### src/rtl/ram_loader.sv
// ram_loader: fills the shared RAM from a valid/ready byte stream starting at BASE,
// reads the region back, and compares an 8-bit additive checksum of both passes.
// While own is high the top-level mux hands this block's adrs/rw/dout to the RAM.
module ram_loader #(
  parameter logic [7:0] BASE = 8'h00
) (
  input  logic        clk,
  input  logic        clr,
  input  logic        start,
  input  logic [7:0]  len,
  input  logic        s_valid,
  input  logic [7:0]  s_data,
  output logic        s_ready,
  output logic [7:0]  adrs,
  output logic        rw,
  output logic [7:0]  dout,
  input  logic [15:0] din,
  output logic        own,
  output logic        done,
  output logic        err
);

  typedef enum logic [2:0] {
    StIdle,
    StWrite,
    StRaddr,
    StRlast,
    StCheck
  } state_t;

  state_t     state;
  logic [7:0] cnt;   // current offset from BASE
  logic [7:0] n;     // latched byte count
  logic [7:0] wsum;  // running sum of written bytes
  logic [7:0] rsum;  // running sum of read-back bytes

  // Only the low byte of the RAM read port carries loaded data.
  logic unused_din;
  assign unused_din = ^din[15:8];

  // Sequencer: phase transitions, offset counter, checksums and registered status flags.
  // own is registered so it drops in the same cycle the done pulse appears.
  always_ff @(posedge clk) begin
    if (clr) begin
      state <= StIdle;
      cnt   <= 8'h00;
      n     <= 8'h00;
      wsum  <= 8'h00;
      rsum  <= 8'h00;
      own   <= 1'b0;
      done  <= 1'b0;
      err   <= 1'b0;
    end else begin
      done <= 1'b0;
      unique case (state)
        StIdle: begin
          if (start) begin
            err <= 1'b0;
            if (len != 8'h00) begin
              n     <= len;
              cnt   <= 8'h00;
              wsum  <= 8'h00;
              rsum  <= 8'h00;
              own   <= 1'b1;
              state <= StWrite;
            end else begin
              // Empty load: report completion without touching the bus.
              done <= 1'b1;
            end
          end
        end
        StWrite: begin
          if (s_valid) begin
            wsum <= wsum + s_data;
            if (cnt == n - 8'd1) begin
              cnt   <= 8'h00;
              state <= StRaddr;
            end else begin
              cnt <= cnt + 8'd1;
            end
          end
        end
        StRaddr: begin
          // din lags the address by one cycle, so the first RADDR cycle has nothing to add.
          if (cnt != 8'h00) begin
            rsum <= rsum + din[7:0];
          end
          if (cnt == n - 8'd1) begin
            state <= StRlast;
          end else begin
            cnt <= cnt + 8'd1;
          end
        end
        StRlast: begin
          rsum  <= rsum + din[7:0];
          state <= StCheck;
        end
        StCheck: begin
          err   <= (wsum != rsum);
          done  <= 1'b1;
          own   <= 1'b0;
          state <= StIdle;
        end
        default: begin
          state <= StIdle;
        end
      endcase
    end
  end

  // Bus outputs: write strobe and data follow s_valid/s_data directly during WRITE.
  // clr masks acceptance so a byte presented in a reset cycle is never written.
  always_comb begin
    s_ready = 1'b0;
    rw      = 1'b1;
    adrs    = BASE;
    dout    = 8'h00;
    unique case (state)
      StWrite: begin
        s_ready = !clr;
        rw      = !(s_valid && !clr);
        adrs    = BASE + cnt;
        dout    = s_data;
      end
      StRaddr, StRlast, StCheck: begin
        adrs = BASE + cnt;
      end
      default: begin
      end
    endcase
  end

endmodule

### config.mk
export PLATFORM = sky130hd
export DESIGN_NAME = ram_loader
export DESIGN_NICKNAME = d
export VERILOG_FILES = /design/src/rtl/ram_loader.sv
export SDC_FILE = /design/constraint.sdc
export NUM_CORES = 1
export LEC_CHECK = 0
export ABC_AREA = 1
export CAP_MARGIN = 20
export CORE_AREA = 2 2 89 91
export CTS_CLUSTER_DIAMETER = 120
export CTS_CLUSTER_SIZE = 25
export DETAILED_ROUTE_END_ITERATION = 7
export DIE_AREA = 0 0 91 93
export PLACE_DENSITY = 0.66
export RECOVER_POWER = 50
export SETUP_SLACK_MARGIN = 0.05
export SLEW_MARGIN = 20
export SYNTH_ARGS = -nofsm -noshare
export SYNTH_HDL_FRONTEND = slang
export SYNTH_SLANG_ARGS = --single-unit
### constraint.sdc
create_clock -name clk -period 1.6 [get_ports clk]
set_input_delay 0.24 -clock clk [delete_from_list [all_inputs] [get_ports clk]]
set_output_delay 0.24 -clock clk [all_outputs]
set_load 0.05 [all_outputs]
=== Yosys cells after proc, flatten, opt, wreduce, memory -nomap -nowiden ===
Index checks and enable logic that the tools add are counted.

* Memory bits (read-only): 0
* RAM bits: 0
* Register bits after elaboration: 38
* Bits of input ports: 36
* Output and inout port bits: 21
* Memories kept: 0
* Bits in latches: 0

* Multipliers: 0
* Mux-type cells: 28
* Divide/modulo/power cells: 0
* Shift-type cells: 0
* $lt $le $gt $ge: 0
* Reduce and logical (&&, ||, !) cells: 18
* Equal/unequal tests: 13
* Bitwise logic cells: 0
* Add/subtract/negate cells: 4

{| class="wikitable"
|+ Operators with widths
! kind !! count
|-
| $mux W8 || 9
|-
| $pmux W8 S3 || 2
|-
| $add A8 B8 Y8 || 2
|-
| $pmux W8 S2 || 1
|-
| $reduce_bool A8 Y1 || 2
|-
| $mux W3 || 5
|-
| $ne A2 B2 Y1 const B || 7
|-
| $pmux W3 S4 || 1
|-
| $reduce_and A5 Y1 || 2
|-
| $add A8 B1 Y8 const B || 1
|-
| $eq A8 B8 Y1 || 1
|-
| $ne A8 B8 Y1 || 1
|-
| $reduce_and A4 Y1 || 2
|-
| $sub A8 B1 Y8 const B || 1
|-
| $mux W1 || 7
|-
| $eq A3 B2 Y1 const B || 2
|-
| $pmux W1 S2 || 3
|-
| $reduce_and A3 Y1 || 2
|-
| $reduce_bool A3 Y1 || 2
|-
| $reduce_bool A2 Y1 || 2
|-
| $reduce_or A4 Y1 || 1
|-
| $eq A3 B1 Y1 const B || 1
|-
| $eq A3 B3 Y1 const B || 1
|-
| $logic_not A3 Y1 || 1
|-
| 3 further kinds || 4
|}

=== Depth between registers and ports, before layout ===
* Depth after elaboration: 5
* Gate-level depth with buffers: 14
* Mapped depth without buffers: 14

=== Worst setup path after synthesis ===
Ideal clock, no wire load.

* Kind: register -> output
* Start point: reg state[1]
* End point: out rw
* Path buffers: 1
* Arrival: 2072 ps
* Cell stages (with the launch flop): 6
* Slack: -712 ps
* Data required time: 1360 ps
* Cells stage by stage: dfxtp_1 > nor2_2 > nand2_1 > clkbuf_1 > nor2_1 > nand2_1

* Word-level cells in the longest chain between the ends: 2

{| class="wikitable"
|+ Ends and longest elaborated chain
! what !! RTL line !! RTL
|-
| from (decl) || 31 || <nowiki>state_t state;</nowiki>
|-
| from (signal assigned) || 45 || <nowiki>state <= StIdle;</nowiki>
|-
| from (signal assigned) || 65 || <nowiki>state <= StWrite;</nowiki>
|-
| from (signal assigned) || 77 || <nowiki>state <= StRaddr;</nowiki>
|-
| $eq A3 B1 Y1 || 118 || <nowiki>unique case (state)</nowiki>
|-
| $mux W1 || 118 ||
|-
| to (decl) || 15 || <nowiki>output logic rw,</nowiki>
|}

No other way between the ends.

=== Worst setup path after layout ===
* Start point: reg n[0]
* End point: reg cnt[4]

* Word-level cells in the longest chain between the ends: 5

{| class="wikitable"
|+ Ends and longest elaborated chain
! what !! RTL line !! RTL
|-
| from (decl) || 33 || <nowiki>logic [7:0] n;</nowiki>
|-
| from (signal assigned) || 60 || <nowiki>n <= len;</nowiki>
|-
| $sub A8 B1 Y8 (*) || 75, 88 ||
|-
| $eq A8 B8 Y1 (*) || 75, 88 ||
|-
| $mux W8 || 75 || <nowiki>if (cnt == n - 8'd1) begin</nowiki>
|-
| $mux W8 || 73 || <nowiki>if (s_valid) begin</nowiki>
|-
| $pmux W8 S3 || 55 || <nowiki>unique case (state)</nowiki>
|-
| to (signal assigned) || 79 || <nowiki>cnt <= cnt + 8'd1;</nowiki>
|-
| to (signal assigned) || 91 || <nowiki>cnt <= cnt + 8'd1;</nowiki>
|-
| to (decl) || 32 || <nowiki>logic [7:0] cnt;</nowiki>
|}

Mark *: on every way between the ends. The rest lies on a longest branch, timed or not. The select of a mux whose other input is x is not followed.
A chain may end at the register's enable or synchronous reset.

==> flow_summary.yaml <==
outcome:
  status: "finished, violations left"
  violations: "negative setup slack"
yosys:
  netlist_area_sq_mm: 0.00294
  synth_edf_count: 0
  ys_warn_count: 0
  synthMostInstantiatedCell: "nand2_1"
  synth_top_area_share_pct: 25.9
  synth_area_per_cell_sq_um: 6.38
  ys_seq_area_share_pct: 25.9
  postSynthRegisterBits: 38
  syn_inst: 460
  synth_common_cells: "nand2_1, inv_1, a21oi_1"
  syn_nets: 515
  synth_area_leaders: "dfxtp_1, nand2_1, a21oi_1"
  synth_top_area_cell: "dfxtp_1"
  async_reset_ff_share_pct: 0
  synth_top_flop_cell: "dfxtp_1"
  yosysUniqueCellTypes: 37
setup_path:
  cpMostUsedCell: "nand2_1"
  crit_family: "simple AND/OR/NAND/NOR gates"
  worst_setup_path_end_kind: "flip-flop"
  r2r_slack_ns: -0.17
  crit_path_start_kind: "flip-flop"
  path_cells: "inv_4 > ha_4 > inv_2 > nand2_1 > nand2_1 > nor2_2 > nand4_1 > nor2_1 > nand3_2 > nand2_4 > nand2_8 > nand2_1 > a21oi_1"
  cp_slowest_cell: "dfxtp_2"
  worst-path-max-fanout: 8
  critPathMaxStageDelay_ns: 0.35
  crit_arrival_ns: 1.96
  path_buf_inv: 2
  crit_required_ns: 1.79
  worst-setup-path-type: "reg2reg"
drt:
  drt_first_pass_iters: 4
  wl_microns: 8850
  initialDrtViolationCount: 111
  antenna_left: 0
  drc: 0
  wl_per_cell_microns: 12.9
  vias: 3411
  via_per_inst: 4.97
timing:
  post-route-min-period_ns: 1.77
  worstMarginPinSlew_ns: 0.606
  max_freq_ghz: 0.565
  post-route-period-util_pct: 111
  hold_ws_ns: 0.407
  maxSlewViolCount: 0
  hold_viol_final: 0
  slew_headroom_pct: 59.8
  finalClockSkew_ns: 0.00886
  setup_ws_ns: -0.171
  rsz0062_at_grt: "true"
  setup_viol: 21
finish:
  drive_gt1_share_pct: 36.4
  areaGrowthSynthToFinish_pct: 60.7
  diodes: 0
  final_cells: 687
  utilization_pct: 62.7
  final_nets: 640
  nFillCells: 672
global_routing:
  grt_max_degree: 18
  first_global_vias: 3337
  grt_use_total_pct: 20.7
  grt_pass1_wl_microns: 14400
  antenna_found_initial: 0
  grt-ovfl-total: 0
power:
  powerDensity_mw_per_mm2: 1310
  power_frac_comb_pct: 64.9
  sw_frac_of_total_pct: 45.2
  power_frac_seq_pct: 21.4
  netSwitchingPower_mw: 2.79
  leakage_nw: 2.15
  p_int_mw: 3.38
  power_frac_clock_pct: 13.7
  ir_drop_mv: 0.587
clock_network:
  cts-root-buf: "clkbuf_8"
  path_clk_slew_ns: 0.08
  cts_tree: "done"
  h-tree-depth: 2
  cts_buffer_depth: 2
  cts.sinks: 38
  cts_hold_buffers: 0
  clock_latency_ns: 0.30
  numCtsBuffers: 5
min_path:
  hold_path_class: "in2reg"
floorplan:
  die_height_microns: 93
  die_x_microns: 91
  rows: 32
  die_area_sq_mm: 0.00846
  core_sq_mm: 0.00753
  start_util_pct: 39.0
  pin_count: 57
placed_design:
  dp_cells: 662
  dp_hpwl_microns: 6340
  pre_cts_slack_ns: -0.484
  portBuffers: 48
  gp_congestion: 0.874
flow_run:
  max_cap_violations: 0
final timing paths:
check | to | start | cells after the start
max | cnt[4] | n[0] | 13
max reg2reg | cnt[4] | n[0] | 13
min | n[6] | len[6] | 4
min reg2reg | rsum[2] | rsum[2] | 2
area by class of cell:
cell class	instances	area (sq um)	share of cell area, %
Tap cell	102	128	2.70
Sequential cell	38	786	16.7
Multi-Input combinational cell	351	2280	48.4
Timing Repair Buffer	125	1160	24.6
Clock inverter	1	30.0	0.636
Inverter	64	246	5.22
Clock buffer	6	82.6	1.75
power groups by stage:
stage | combinational (mW) | clock (mW) | sequential [mW]
floorplan | 2.03 | 0 | 1.29
global placement | 3.24 | 0 | 1.29
detailed placement | 3.31 | 0 | 1.30
CTS | 3.58 | 0.855 | 1.30
global route | 4.35 | 0.897 | 1.34
finish | 4.00 | 0.843 | 1.32
cell usage in the layout (no fill, tap or decap), types with 3 or more instances in the layout:
| cell type | Yosys | layout |
|---|---|---|
| nor2_4 | 3 | 18 |
| nand2_4 | 3 | 5 |
| a21oi_1 | 44 | 32 |
| dfxtp_1 | 38 | 26 |
| inv_2 | 7 | 14 |
| ha_4 | 0 | 7 |
| buf_4 | 0 | 76 |
| clkbuf_8 | 0 | 6 |
| ha_1 | 17 | 10 |
| xor2_1 | 13 | 13 |
| nand2_1 | 122 | 110 |
| or2_2 | 4 | 3 |
| buf_6 | 1 | 7 |
| nand3_1 | 43 | 38 |
| nand3_2 | 1 | 6 |
| clkdlybuf4s50_1 | 0 | 13 |
| nor3_1 | 3 | 3 |
| dfxtp_2 | 0 | 8 |
| nor2_1 | 42 | 27 |
| o22ai_1 | 3 | 3 |
| buf_12 | 0 | 12 |
| o21ai_0 | 15 | 14 |
| nor2_2 | 6 | 6 |
| a21oi_2 | 0 | 11 |
| dlygate4sd2_1 | 0 | 12 |
| dfxtp_4 | 0 | 4 |
| nand4_1 | 5 | 5 |
| inv_1 | 55 | 47 |
| nand2_2 | 3 | 13 |
| clkbuf_1 | 4 | 3 |
| xnor2_1 | 6 | 6 |
| nand2_8 | 0 | 3 |
repair_timing:
item,4_1_cts,5_1_grt
resized for setup,60,50
endpoints found under the hold margin,0,0
setup endpoints to repair,42,52
pin swaps,20,26
cloned,1,2
setup buffers,7,10
per-layer routing:
| metal | vias up | share of wire [%] | GRT usage, % |
|---|---|---|---|
| li1 | 1734 | - | - |
| met1 | 1585 | 41 | 23.0 |
| met5 | - | 0 | 0 |
| met4 | 0 | 2.8 | 8.71 |
| met2 | 67 | 53 | 39.1 |
| met3 | 25 | 2.8 | 3.46 |
registers in the layout, summed over array words and instances, names as in the netlist:
signal,count
err,1
wsum,8
rsum,8
cnt,8
own,1
done,1
n,8
state,3
metrics by stage:
stage	area (sq um)	power, mW	setup TNS, ns
6_report	4720	6.17	-2.83
5_1_grt	4720	6.59	-5.31
4_1_cts	4450	5.74	-2.77
3_5_place_dp	4110	4.61	-9.23
3_3_place_gp	4110	4.53	-8.13
2_1_floorplan	3000	3.32	-1.67
cell families (layout without fill, tap and decap cells):
| family | Yosys count | count (layout) | synth area share, % |
|---|---|---|---|
| AOI/OAI and AO/OA | 70 | 70 | 13.0 |
| buffers and inverters | 74 | 196 | 9.93 |
| and+or+nand+nor | 240 | 243 | 36.9 |
| xor gates and xnor gates | 19 | 19 | 5.67 |
| adders and majority gates | 19 | 19 | 8.61 |
| DFF | 38 | 38 | 25.9 |
tightest hold or removal path, delay by kind of cell:
| family | cells | cell delay, ns |
|---|---|---|
| buffers and inverters | 2 | 0.31 |
| AND/OR/NAND/NOR | 2 | 0.12 |
Note: power is estimated with default switching activity, not from simulation.
